### src/rtl/mac_seq_pkg.sv
// ----------------------------------------------------------------------------
// mac_seq_pkg
// Shared definitions for the dot-product MAC sequencer:
//   - state_t   : FSM state encoding (IDLE=0, ACC=1, DONE=2)
//   - DEF_W     : default operand width W (accumulator is 2W)
//   - DEF_LEN_W : default width of the vector-length field
// ----------------------------------------------------------------------------
package mac_seq_pkg;

    localparam int DEF_W     = 16;
    localparam int DEF_LEN_W = 8;

    typedef enum logic [1:0] {
        IDLE = 2'd0,
        ACC  = 2'd1,
        DONE = 2'd2
    } state_t;

endpackage

### src/rtl/mac_dot_seq_mac.sv
// ----------------------------------------------------------------------------
// conf_int_mac__noFF__arch_agnos
// Purely combinational unsigned integer MAC: d = a*b + c_in (mod 2^(2W)).
// Holds no state.
// Ports:
//   a, b  in  W   operands
//   c_in  in  2W  addend (accumulator feedback)
//   d     out 2W  a*b + c_in, wrapped to 2W bits
// ----------------------------------------------------------------------------
module conf_int_mac__noFF__arch_agnos #(
    parameter int OP_BITWIDTH        = 16,
    parameter int DATA_PATH_BITWIDTH = 16
) (
    input  logic [DATA_PATH_BITWIDTH-1:0]   a,
    input  logic [DATA_PATH_BITWIDTH-1:0]   b,
    input  logic [2*DATA_PATH_BITWIDTH-1:0] c_in,
    output logic [2*DATA_PATH_BITWIDTH-1:0] d
);

    localparam int PROD_W = 2 * OP_BITWIDTH;
    localparam int ACC_W  = 2 * DATA_PATH_BITWIDTH;

    logic [OP_BITWIDTH-1:0] a_op;
    logic [OP_BITWIDTH-1:0] b_op;
    logic [PROD_W-1:0]      prod;

    // The multiplier is sized by the operator width; operands are resized onto it.
    assign a_op = OP_BITWIDTH'(a);
    assign b_op = OP_BITWIDTH'(b);
    assign prod = PROD_W'(a_op) * PROD_W'(b_op);
    assign d    = ACC_W'(prod) + c_in;

endmodule

### src/rtl/mac_dot_seq.sv
// ----------------------------------------------------------------------------
// mac_dot_seq
// Sequencer driving one shared combinational MAC to compute an unsigned dot
// product of `len` operand pairs. The accumulator is fed back into c_in on
// every accepted beat and the final sum is offered on a result handshake.
// Ports:
//   clk, rst           clock (rising edge) / asynchronous active-low reset
//   start, len         command strobe and pair count (sampled in IDLE only)
//   busy               high while in ACC or DONE
//   in_valid, in_ready operand-pair handshake; a, b are the operands
//   out_valid,out_ready result handshake; result is the 2W-bit sum
//   beat_cnt           pairs remaining in the current command
//   sat                (MAC_DOT_SAT_EN only) sticky saturation flag
// Optional feature: define MAC_DOT_SAT_EN to saturate the accumulator at
// 2^(2W)-1 instead of wrapping, and to add the sat output.
// ----------------------------------------------------------------------------
module mac_dot_seq
    import mac_seq_pkg::*;
#(
    parameter int OP_BITWIDTH        = DEF_W,
    parameter int DATA_PATH_BITWIDTH = DEF_W,
    parameter int LEN_W              = DEF_LEN_W
) (
    input  logic                            clk,
    input  logic                            rst,
    input  logic                            start,
    input  logic [LEN_W-1:0]                len,
    output logic                            busy,
    input  logic                            in_valid,
    output logic                            in_ready,
    input  logic [DATA_PATH_BITWIDTH-1:0]   a,
    input  logic [DATA_PATH_BITWIDTH-1:0]   b,
    output logic                            out_valid,
    input  logic                            out_ready,
    output logic [2*DATA_PATH_BITWIDTH-1:0] result,
    output logic [LEN_W-1:0]                beat_cnt
`ifdef MAC_DOT_SAT_EN
    ,
    output logic                            sat
`endif
);

    localparam int ACC_W = 2 * DATA_PATH_BITWIDTH;

    state_t            state_q, state_d;
    logic [ACC_W-1:0]  acc_q, acc_d;
    logic [LEN_W-1:0]  cnt_q, cnt_d;
    logic              busy_q, busy_d;
    logic              in_ready_q, in_ready_d;
    logic              out_valid_q, out_valid_d;
    logic [ACC_W-1:0]  acc_next;
    logic              fire;
`ifdef MAC_DOT_SAT_EN
    logic              sat_q, sat_d;
    logic              ovf;
`endif

    conf_int_mac__noFF__arch_agnos #(
        .OP_BITWIDTH        (OP_BITWIDTH),
        .DATA_PATH_BITWIDTH (DATA_PATH_BITWIDTH)
    ) u_mac (
        .a    (a),
        .b    (b),
        .c_in (acc_q),
        .d    (acc_next)
    );

    // in_ready_q is high exactly in ACC, so it doubles as the state qualifier.
    assign fire = in_valid & in_ready_q;

`ifdef MAC_DOT_SAT_EN
    // The product never reaches 2^(2W), so a wrapped sum is always below acc.
    assign ovf = (acc_next < acc_q);
`endif

    always_comb begin
        state_d = state_q;
        acc_d   = acc_q;
        cnt_d   = cnt_q;
`ifdef MAC_DOT_SAT_EN
        sat_d   = sat_q;
`endif
        case (state_q)
            IDLE: begin
                if (start) begin
                    acc_d   = '0;
                    cnt_d   = len;
`ifdef MAC_DOT_SAT_EN
                    sat_d   = 1'b0;
`endif
                    state_d = (len == '0) ? DONE : ACC;
                end
            end
            ACC: begin
                if (fire) begin
`ifdef MAC_DOT_SAT_EN
                    if (sat_q || ovf) begin
                        acc_d = '1;
                        sat_d = 1'b1;
                    end else begin
                        acc_d = acc_next;
                    end
`else
                    acc_d = acc_next;
`endif
                    cnt_d = cnt_q - LEN_W'(1);
                    if (cnt_q == LEN_W'(1)) begin
                        state_d = DONE;
                    end
                end
            end
            DONE: begin
                if (out_ready) begin
                    state_d = IDLE;
                end
            end
            default: begin
                state_d = IDLE;
            end
        endcase

        // Moore outputs are decoded from the next state so they register alongside it.
        busy_d      = (state_d != IDLE);
        in_ready_d  = (state_d == ACC);
        out_valid_d = (state_d == DONE);
    end

    always_ff @(posedge clk or negedge rst) begin
        if (!rst) begin
            state_q     <= IDLE;
            acc_q       <= '0;
            cnt_q       <= '0;
            busy_q      <= 1'b0;
            in_ready_q  <= 1'b0;
            out_valid_q <= 1'b0;
`ifdef MAC_DOT_SAT_EN
            sat_q       <= 1'b0;
`endif
        end else begin
            state_q     <= state_d;
            acc_q       <= acc_d;
            cnt_q       <= cnt_d;
            busy_q      <= busy_d;
            in_ready_q  <= in_ready_d;
            out_valid_q <= out_valid_d;
`ifdef MAC_DOT_SAT_EN
            sat_q       <= sat_d;
`endif
        end
    end

    assign busy      = busy_q;
    assign in_ready  = in_ready_q;
    assign out_valid = out_valid_q;
    assign result    = acc_q;
    assign beat_cnt  = cnt_q;
`ifdef MAC_DOT_SAT_EN
    assign sat       = sat_q;
`endif

endmodule

### config.mk
export PLATFORM = sky130hd
export DESIGN_NAME = mac_dot_seq
export DESIGN_NICKNAME = d
export VERILOG_FILES = /design/src/rtl/mac_seq_pkg.sv /design/src/rtl/mac_dot_seq_mac.sv /design/src/rtl/mac_dot_seq.sv
export SDC_FILE = /design/constraint.sdc
export NUM_CORES = 1
export LEC_CHECK = 0
export BUFFER_PORTS_ARGS = -buffer_cell sky130_fd_sc_hd__buf_2
export CAP_MARGIN = 10
export CORE_UTILIZATION = 64
export CTS_CLUSTER_SIZE = 12
export DETAILED_ROUTE_END_ITERATION = 6
export HOLD_SLACK_MARGIN = 0.08
export PLACE_DENSITY = 0.84
export SKIP_CTS_REPAIR_TIMING = 1
export SLEW_MARGIN = 10
export SYNTH_ARGS = -nofsm -noshare
export SYNTH_HDL_FRONTEND = slang
export SYNTH_HIERARCHICAL = 1
export SYNTH_SLANG_ARGS = --single-unit
### constraint.sdc
create_clock -name clk -period 5.9 [get_ports clk]
set_input_delay 0.295 -clock clk [delete_from_list [all_inputs] [get_ports clk]]
set_output_delay 0.295 -clock clk [all_outputs]
set_load 0.01 [all_outputs]
==> summary.txt <==
Floorplan
  – Core area: 0.0179 mm^2
  – Total Die Area: 0.0188 mm^2
  – Die Span X: 137 um
  – Die height: 137 um
  – # rows: 49
  – IO Pins: 88
  – Initial Util: 0.652

Timing
  – Max-slew violations: 0
  – Tmin final: 5.63 ns
  – Fin. Hold Viols: 0
  – Peak Freq: 178 MHz
  – Final setup fails: 0
  – Slew Limit Headroom: 0.316
  – Worst Tran Pin Value: 1.03 ns
  – Clk_skew: 0.00569 ns
  – Tcrit/Tclk final: 0.954

Logic synthesis
  – Mapped Avg Cell Area: 8.66 um^2
  – Post-synth EDFFs: 0
  – Synthesized net count: 1,720
  – Post-synth ARST share: 1.00
  – Synth Flop Type: dfrtp_1
  – Seq/Total Area, Yosys: 0.0964
  – Synth unique cells: 68
  – Register bit total from synthesis: 45
  – Post-synth top area share: 0.386
  – Leading post-synthesis cells by cell area: fa_1, ha_1, inv_1
  – Synth warnings: 6
  – Cell area after synthesis: 0.0117 mm^2
  – Yosys top cell by area: fa_1
  – Cells after Synth: 1,349

Detailed routing
  – TritonRoute pass-1 iters: 5
  – DRC: 0
  – Initial DRC Count: 811
  – Detail Route Antenna Nets: 0
  – WL final: 27.4 mm
  – Drt wl/cell: 16.4 um
  – Vias post-DR: 9,302
  – Via density: 5.57

Place
  – Post-Place Cells: 1,661
  – Port-buffer cells: 87
  – DP Wirelength: 23.4 mm
  – Final GP Congestion: 0.952

Layout
  – Share of cells above drive strength 1: 0.115
  – # fillers: 1,339
  – Commonest non-fill, non-tap cell in the layout: inv_1
  – Ant diodes: 0
  – Fin util: 0.714
  – Final cell count without fillers: 1,670
  – Nets: 1,811
  – Most frequent cells in the layout: inv_1, fa_1, nand2_1
  – Area added between synthesis and finish: 9.42%

Setup path
  – Worst-path fanout max: 8
  – CP required: 6.12 ns
  – Worst Setup Start Kind: primary input
  – RR Startpoint: result[10]$_DFFE_PN0P_
  – Critical path endpoint category: register
  – FF-to-FF setup slack: 1.05 ns
  – Reg-to-reg endpoint: result[19]$_DFFE_PN0P_
  – Setup CP Type: primary input to register
  – R2R depth: 17
  – Worst Path Arrival: 5.85 ns

CTS
  – Clock transition at the registers of the reported paths: 0.06 ns
  – # clock sinks: 45
  – Skew-Pair Late Insertion Delay: 0.29 ns
  – Clk root buf: clkbuf_16
  – CTS HTree Levels: 2
  – Clock tree buffer depth: 2
  – Total CTS buffers: 5
  – CTS tree: yes

Global route
  – First-pass GRT wire length: 46.6 mm
  – M3 GR Usage: 0.0341
  – GR Overflow Total: 0
  – Initial antenna violation count: 0
  – GR Util All Layers: 0.318
  – Vias in the first global route: 9,539
  – Met1 Track Usage GR: 0.458
  – Maximum number of pins on one net before global-route repair: 46
  – Global Route met2 Usage: 0.508
  – Most used routing layer: met2

Run status
  – Status: finished clean

Worst hold path
  – Tightest Hold Check Type: primary input to async pin

Run
  – Max Cap Viol: 0
==> state kept, by name, indices dropped and copies added (netlist names) <==
register	flops
result	32
beat_cnt	8
state_q	2
out_valid	1
in_ready	1
busy	1
==> worst max-delay path by stage <==
stage,start,end,slack (ns),cells after the start
finish,a[10],result[28]$_DFFE_PN0P_,0.27,21
detailed placement,a[10],result[28]$_DFFE_PN0P_,-0.06,21
global placement,a[10],result[28]$_DFFE_PN0P_,0.05,21
global route,a[10],result[30]$_DFFE_PN0P_,-0.01,22
floorplan,a[7],result[28]$_DFFE_PN0P_,0.17,22
CTS,a[10],result[28]$_DFFE_PN0P_,0.19,21
==> layout make-up <==
cell class	instances	area, um^2	share of cell area
clock buffer	8	136	0.0107
inverter	332	1250	0.0975
multi-input combinational	915	9090	0.711
sequential	45	1130	0.0881
tap	229	287	0.0224
timing repair buffer	141	893	0.0699
==> per-layer routing <==
metal | wire length, um | part of all wire
met3 | 1710 | 0.062
met1 | 11900 | 0.44
met4 | 783 | 0.029
met5 | 0 | 0
met2 | 13000 | 0.47
==> logic make-up after synthesis <==
group | count (synthesis) | share of synthesized area
and+or+nand+nor | 422 | 0.181
AOI/OAI and AO/OA | 137 | 0.0785
adders and majority gates | 326 | 0.494
xor gates and xnor gates | 28 | 0.0210
muxes | 2 | 0.00171
DFF | 45 | 0.0964
buffers and inverters | 389 | 0.127
==> through the flow <==
stage	setup TNS [ns]	instance area, um^2	worst slack (ns)	hold slack (ns)
6_report	0	12800	0.271	0.183
5_1_grt	-0.0161	12800	-0.00972	0.272
4_1_cts	0	12700	0.189	0.221
3_5_place_dp	-0.0619	12600	-0.0619	0.520
3_3_place_gp	0	12600	0.0504	0.510
2_1_floorplan	0	11700	0.174	-0.000591
==> critical path, stage by stage <==
cell      delay (ns)
buf_2           0.18
buf_4           0.15
nand2_1         0.07
fa_1            0.49
fa_1            0.53
fa_1            0.53
inv_1           0.06
fa_1            0.49
fa_1            0.50
inv_1           0.05
fa_1            0.49
inv_1           0.05
ha_1            0.33
and3_4          0.20
a221o_1         0.34
a41o_1          0.26
a221oi_4        0.29
nor2_1          0.10
a311oi_2        0.25
nand2_1         0.07
o21ai_1         0.11
==> synthesized netlist by cell type (4+ instances only) <==
cell	n
fa_1	225
inv_1	332
a31oi_1	5
o21ai_1	28
a21o_1	18
nand3_1	42
o211ai_1	9
o22ai_1	4
dfrtp_1	45
buf_2	13
nand4_1	9
nand2_1	191
nor3_1	9
o21ai_0	14
xnor2_1	18
clkbuf_1	41
and2_1	116
xor2_1	10
nor2b_1	5
a21oi_1	25
a22oi_1	4
nor2_1	17
ha_1	101
Power is not shown: default switching activity piles up to over one toggle a cycle in this logic, so the estimate is an artifact.
